**src/rtl/peripheral_mpi_arb_pkg.sv**
```systemverilog
// Shared types and constants for the MPI bus arbiter.
package peripheral_mpi_arb_pkg;

  localparam int unsigned BUS_W = 32;

  typedef enum logic [1:0] {
    IDLE   = 2'd0,
    BUSY   = 2'd1,
    LOCKED = 2'd2
  } arb_state_e;

endpackage

```
**src/rtl/peripheral_mpi_rr_picker.sv**
```systemverilog
// Combinational round-robin picker: first requester at or after ptr_i, cyclically.
module peripheral_mpi_rr_picker #(
  parameter  int unsigned M  = 2,
  localparam int unsigned PW = (M > 1) ? $clog2(M) : 1
) (
  input  logic [M-1:0]  req_i,
  input  logic [PW-1:0] ptr_i,
  output logic [M-1:0]  grant_o,
  output logic          valid_o
);

  int unsigned idx;

  // Cyclic search starting at the pointer; the first hit wins.
  always_comb begin
    grant_o = '0;
    valid_o = 1'b0;
    idx     = 0;
    for (int unsigned k = 0; k < M; k++) begin
      idx = (32'(ptr_i) + k) % M;
      if (!valid_o && req_i[PW'(idx)]) begin
        grant_o[PW'(idx)] = 1'b1;
        valid_o           = 1'b1;
      end
    end
  end

endmodule

```
**src/rtl/peripheral_mpi_bus_arbiter.sv**
```systemverilog
// Round-robin arbiter sharing the MPI buffer bus port among M requesters,
// with a packet lock that holds the grant and a per-access timeout.
module peripheral_mpi_bus_arbiter
  import peripheral_mpi_arb_pkg::*;
#(
  parameter int unsigned M       = 2,
  parameter int unsigned TIMEOUT = 255,
  parameter int unsigned TW      = 8
) (
  input  logic               clk,
  input  logic               rst,
  input  logic [M*BUS_W-1:0] m_addr,
  input  logic [M-1:0]       m_we,
  input  logic [M-1:0]       m_en,
  input  logic [M-1:0]       m_lock,
  input  logic [M*BUS_W-1:0] m_data_in,
  output logic [BUS_W-1:0]   m_data_out,
  output logic [M-1:0]       m_ack,
  output logic [M-1:0]       m_err,
  output logic [BUS_W-1:0]   bus_addr,
  output logic               bus_we,
  output logic               bus_en,
  output logic [BUS_W-1:0]   bus_data_in,
  input  logic [BUS_W-1:0]   bus_data_out,
  input  logic               bus_ack,
  input  logic               bus_err,
  output logic [M-1:0]       grant,
  output logic               timeout
);

  localparam int unsigned PW = (M > 1) ? $clog2(M) : 1;

  arb_state_e    state_q;
  logic [M-1:0]  grant_q;
  logic [PW-1:0] rr_q;
  logic [TW-1:0] cnt_q;
  logic          timeout_q;
  logic [M-1:0]  to_err_q;

  logic [M-1:0]  pick_gnt;
  logic          pick_vld;
  logic [PW-1:0] g_idx;
  logic          g_en;
  logic          g_lock;
  logic [PW-1:0] rr_next;
  logic          done;
  logic          to_hit;

  peripheral_mpi_rr_picker #(.M(M)) u_picker (
    .req_i   (m_en),
    .ptr_i   (rr_q),
    .grant_o (pick_gnt),
    .valid_o (pick_vld)
  );

  // Route the granted requester onto the bus; everything is zero when ungranted.
  always_comb begin
    g_idx       = '0;
    g_en        = 1'b0;
    g_lock      = 1'b0;
    bus_addr    = '0;
    bus_we      = 1'b0;
    bus_data_in = '0;
    for (int unsigned i = 0; i < M; i++) begin
      if (grant_q[i]) begin
        g_idx       = PW'(i);
        g_en        = m_en[i];
        g_lock      = m_lock[i];
        bus_addr    = m_addr[i*BUS_W +: BUS_W];
        bus_we      = m_we[i];
        bus_data_in = m_data_in[i*BUS_W +: BUS_W];
      end
    end
  end

  // LOCKED also drives bus_en so a locked requester skips the arbitration cycle.
  assign bus_en  = ((state_q == BUSY) || (state_q == LOCKED)) && g_en;
  assign done    = bus_en && (bus_ack || bus_err);
  assign to_hit  = (TIMEOUT != 0) && (state_q == BUSY) && bus_en && !done &&
                   (cnt_q == TW'(TIMEOUT - 1));
  assign rr_next = (32'(g_idx) == M - 1) ? '0 : g_idx + PW'(1);

  assign m_data_out = bus_data_out;
  assign m_ack      = grant_q & {M{bus_en & bus_ack}};
  assign m_err      = (grant_q & {M{bus_en & bus_err}}) | to_err_q;
  assign grant      = grant_q;
  assign timeout    = timeout_q;

  // Arbitration FSM, round-robin pointer, timeout counter and timeout pulse.
  always_ff @(posedge clk or posedge rst) begin
    if (rst) begin
      state_q   <= IDLE;
      grant_q   <= '0;
      rr_q      <= '0;
      cnt_q     <= '0;
      timeout_q <= 1'b0;
      to_err_q  <= '0;
    end else begin
      timeout_q <= 1'b0;
      to_err_q  <= '0;
      case (state_q)
        IDLE: begin
          if (pick_vld) begin
            grant_q <= pick_gnt;
            cnt_q   <= '0;
            state_q <= BUSY;
          end
        end
        BUSY: begin
          if (!g_en || done) begin
            // Abort or completion: hold the grant only while the lock is up.
            cnt_q <= '0;
            if (done) rr_q <= rr_next;
            if (g_lock) begin
              state_q <= LOCKED;
            end else begin
              state_q <= IDLE;
              grant_q <= '0;
            end
          end else if (to_hit) begin
            timeout_q <= 1'b1;
            to_err_q  <= grant_q;
            rr_q      <= rr_next;
            cnt_q     <= '0;
            grant_q   <= '0;
            state_q   <= IDLE;
          end else begin
            cnt_q <= cnt_q + TW'(1);
          end
        end
        LOCKED: begin
          if (g_en) begin
            if (done) begin
              rr_q <= rr_next;
              if (!g_lock) begin
                state_q <= IDLE;
                grant_q <= '0;
              end
            end else begin
              cnt_q   <= '0;
              state_q <= BUSY;
            end
          end else if (!g_lock) begin
            state_q <= IDLE;
            grant_q <= '0;
          end
        end
        default: begin
          state_q <= IDLE;
          grant_q <= '0;
        end
      endcase
    end
  end

endmodule

```
**config.mk**
```make
export PLATFORM = sky130hd
export DESIGN_NAME = peripheral_mpi_bus_arbiter
export DESIGN_NICKNAME = d
export VERILOG_FILES = /design/src/rtl/peripheral_mpi_arb_pkg.sv /design/src/rtl/peripheral_mpi_rr_picker.sv /design/src/rtl/peripheral_mpi_bus_arbiter.sv
export SDC_FILE = /design/constraint.sdc
export NUM_CORES = 1
export LEC_CHECK = 0
export CAP_MARGIN = 20
export CORE_AREA = 8 8 101 103
export CTS_CLUSTER_DIAMETER = 50
export DETAILED_ROUTE_END_ITERATION = 16
export DIE_AREA = 0 0 109 111
export PLACE_DENSITY_LB_ADDON = 0.12
export SYNTH_ARGS = -nofsm -noshare
export SYNTH_HDL_FRONTEND = slang
export SYNTH_HIERARCHICAL = 1
export SYNTH_SLANG_ARGS = --single-unit
export TNS_END_PERCENT = 5
```
**constraint.sdc**
```tcl
create_clock -name clk -period 2.4 [get_ports clk]
set_input_delay 0.6 -clock clk [delete_from_list [all_inputs] [get_ports clk]]
set_output_delay 0.6 -clock clk [all_outputs]
set_load 0.05 [all_outputs]
```
==> results.yml <==
yosys:
  yosys.area_share.adder_pct: 3.80
  muxShareOfSynthArea_pct: 1.27
  synth_top_flop_cell: "dfrtp_1"
  avgSynthCellArea_um2: 8.52
  syn-cell-area_um2: 1980
  synth_top_family_by_area: "compound AO/OA/AOI/OAI gates"
  synth_xor_area_share_pct: 0
  async_flop_share_pct: 100
  synth_nets: 408
  synth_compound_area_share_pct: 42.6
  ys_ff_latch: 16
  synth-simple-area-share_pct: 14.2
  syn_inst: 232
  ys_warn_count: 6
  synth_edf_count: 0
  yosysSeqAreaShare_pct: 20.3
  netlist-cell-type-count: 41
floorplanning:
  ios: 275
  initial_utilization_pct: 23.1
  coreArea_um2: 8550
  dieHeight_um: 111
  die_w_um: 109
  rows: 34
  die-area_um2: 12100
layout:
  drive_gt1_share_pct: 41.3
  area_growth_pct: 148
  stdcell_count: 522
  fillers: 736
  nNetsFinal: 589
global_route:
  grt_pass1_vias: 2674
  grt_first_pass_wirelength_mm: 18.5
  grt-ovfl-total: 0
  grt_usage_pct: 20.6
  grt_max_degree: 65
  grt_antenna_before_repair: 0
sta:
  slew_violations: 0
  finalSetupViolCount: 0
  hold_viol_final: 0
  min_period_ps: 2280
  worst_pin_slew_ps: 660
  slew_headroom_pct: 55.9
  min_period_over_period_pct: 94.9
  timing.fmax_mhz: 439
  rsz0062_at_grt: "false"
  whs_ps: 547
  fin_skew_ps: 4.88
worst_setup_path:
  reg2reg_depth: 7
  path_max_fanout: 45
  critPathTopFamily: "buffers and inverters"
  cp.arrival_ps: 1680
  ff2ff_setup_slack_ps: 330
  crit_type: "register to output pin"
  max_stage_delay_ps: 500
  r2r_start: "state_q[1]"
  timing.rr.end: "cnt_q[4]"
  worst_setup_path_end_kind: "output pin"
  crit_required_ps: 1800
  crit_path_top_delay_cell: "dfrtp_2"
  worst-path-buf-inv: 2
  worstPathCellList: "buf_4 -> a22o_1 -> buf_12"
  start_kind: "register"
power:
  leakagePower_nw: 2.05
  vdd_drop_max_uv: 455
  p_per_area_nw_per_um2: 1080
clock_tree:
  cts.htree.levels: 1
  cts.clk_slew.worst_paths_ps: 70
  worstSkewPairLatency_ps: 250
  postCtsSetupBuffers: 0
  cts_tree: "done"
  numClockSinks: 16
  cts_hold_buf: 0
  numCtsBuffers: 3
  root_buffer: "clkbuf_8"
  clockBufferDepth: 2
detailed_routing:
  wirelength_mm: 13.0
  avgRoutedWirePerCell_um: 24.9
  ant_nets: 0
  via_per_inst: 4.83
  drc_errors: 0
  drt_iter0_drc: 128
  num_vias: 2522
  first_pass_iters: 4
placement:
  hpwl_mm: 11.4
  io_buffers: 210
  gp_congestion: 0.850
  dpl.cell_count: 516
outcome:
  status: "finished clean"
worst_hold_path:
  hp-start: "cnt_q[7]"
  hold_end: "cnt_q[7]"
  hp-class: "register to register"
  hold_path_depth: 1
job:
  cap_violations: 0
-- report_power, final --
part | internal [W] | total, W | switching (W)
Sequential | 0.000310 | 0.000377 | 0.0000676
Clock | 0.000146 | 0.000249 | 0.000103
Combinational | 0.00220 | 0.00465 | 0.00245
Total | 0.00265 | 0.00528 | 0.00262
-- worst register-to-register path: cells and delay by family (launching register included) --
kind | cells | cell delay, ps
fa+ha+maj | 1 | 330
compound gates | 3 | 800
flops | 1 | 410
buf+inv | 3 | 400
-- per-stage QoR --
step	power, W	TNS [ps]	util, %	instance area [µm²]	setup WS, ps
2_1_floorplan	0.00288	-6.83	-	2060	-6.83
3_3_place_gp	0.00502	-435	56.5	4830	-71.8
3_5_place_dp	0.00504	-746	56.5	4830	-120
4_1_cts	0.00531	0	57.3	4900	82.4
5_1_grt	0.00549	0	57.3	4900	60.7
6_report	0.00528	0	57.3	4900	122
-- final cells by class --
type,count,area (µm²),area share [%]
diodes,2,5.00,0.102
multi-input cells,157,1330,27.0
clock buffers,4,55.1,1.12
inverters,8,30.0,0.612
well taps,108,135,2.76
repair buffers,227,2950,60.2
flip-flops and latches,16,403,8.22
-- what timing repair did --
item / 4_1_cts / 5_1_grt
pin swaps: 3 / 0
resized for setup: 5 / 1
setup endpoints to repair: 4 / 2
-- how the worst max path moves through the flow --
stage	start	endpoint	slack, ps	depth (start not counted)
finish	grant[1]	bus_addr[31]	120	3
floorplan	grant[0]	m_ack[0]	-7	5
global route	state_q[1]	m_err[1]	60	6
detailed placement	m_en[0]	cnt_q[4]	-120	8
CTS	state_q[1]	m_err[1]	80	6
global placement	m_en[0]	m_ack[0]	-70	6
-- per-layer routing --
metal	global-route usage [%]	up-vias	share of wire, %
li1	-	1218	-
met1	21.8	1158	35
met2	35.3	130	51
met3	11.2	16	13
met4	3.47	0	1.2
met5	0	-	0
-- cells in the final DEF, fill, tap and decap left out, types with 6 or more instances in the layout --
| master | synthesis | layout |
|---|---|---|
| nand2_1 | 10 | 10 |
| nand3_1 | 6 | 6 |
| inv_1 | 8 | 7 |
| ha_1 | 6 | 6 |
| clkdlybuf4s50_1 | 0 | 137 |
| buf_12 | 0 | 72 |
| a22o_1 | 69 | 9 |
| a22o_2 | 0 | 60 |
| dfrtp_1 | 16 | 14 |
| buf_4 | 35 | 16 |
-- sequential cells by signal (all words and copies together), names as in the netlist, named ones only --
name      cells
cnt_q         8
state_q       2
grant         2
to_err_q      2
timeout       1
-- Yosys cell counts (all sizes together), types with 2 or more instances --
library cell | n | area share [%]
nand2 | 10 | 1.9
a21oi | 6 | 2.1
a21boi | 3 | 1.1
dfrtp | 16 | 20
nor2 | 7 | 1.5
o21ai | 9 | 2.5
a22o | 69 | 31
nand4 | 2 | 0.95
o22ai | 2 | 0.63
and2 | 4 | 1.3
clkbuf | 11 | 2.1
and3 | 4 | 1.3
nor2b | 5 | 1.6
a21o | 2 | 0.76
buf | 40 | 14
inv | 8 | 1.5
nor3 | 2 | 0.51
a31o | 2 | 0.89
nand3b | 4 | 2.8
ha | 6 | 3.8
a31oi | 2 | 0.63
nand3 | 6 | 1.5
-- logic make-up after synthesis --
logic type	Yosys count
DFF	16
and+or+nand+nor	47
buffers and inverters	59
AOI/OAI and AO/OA	102
muxes	2
adders and majority gates	6
Power figures use the tool's default switching activity.
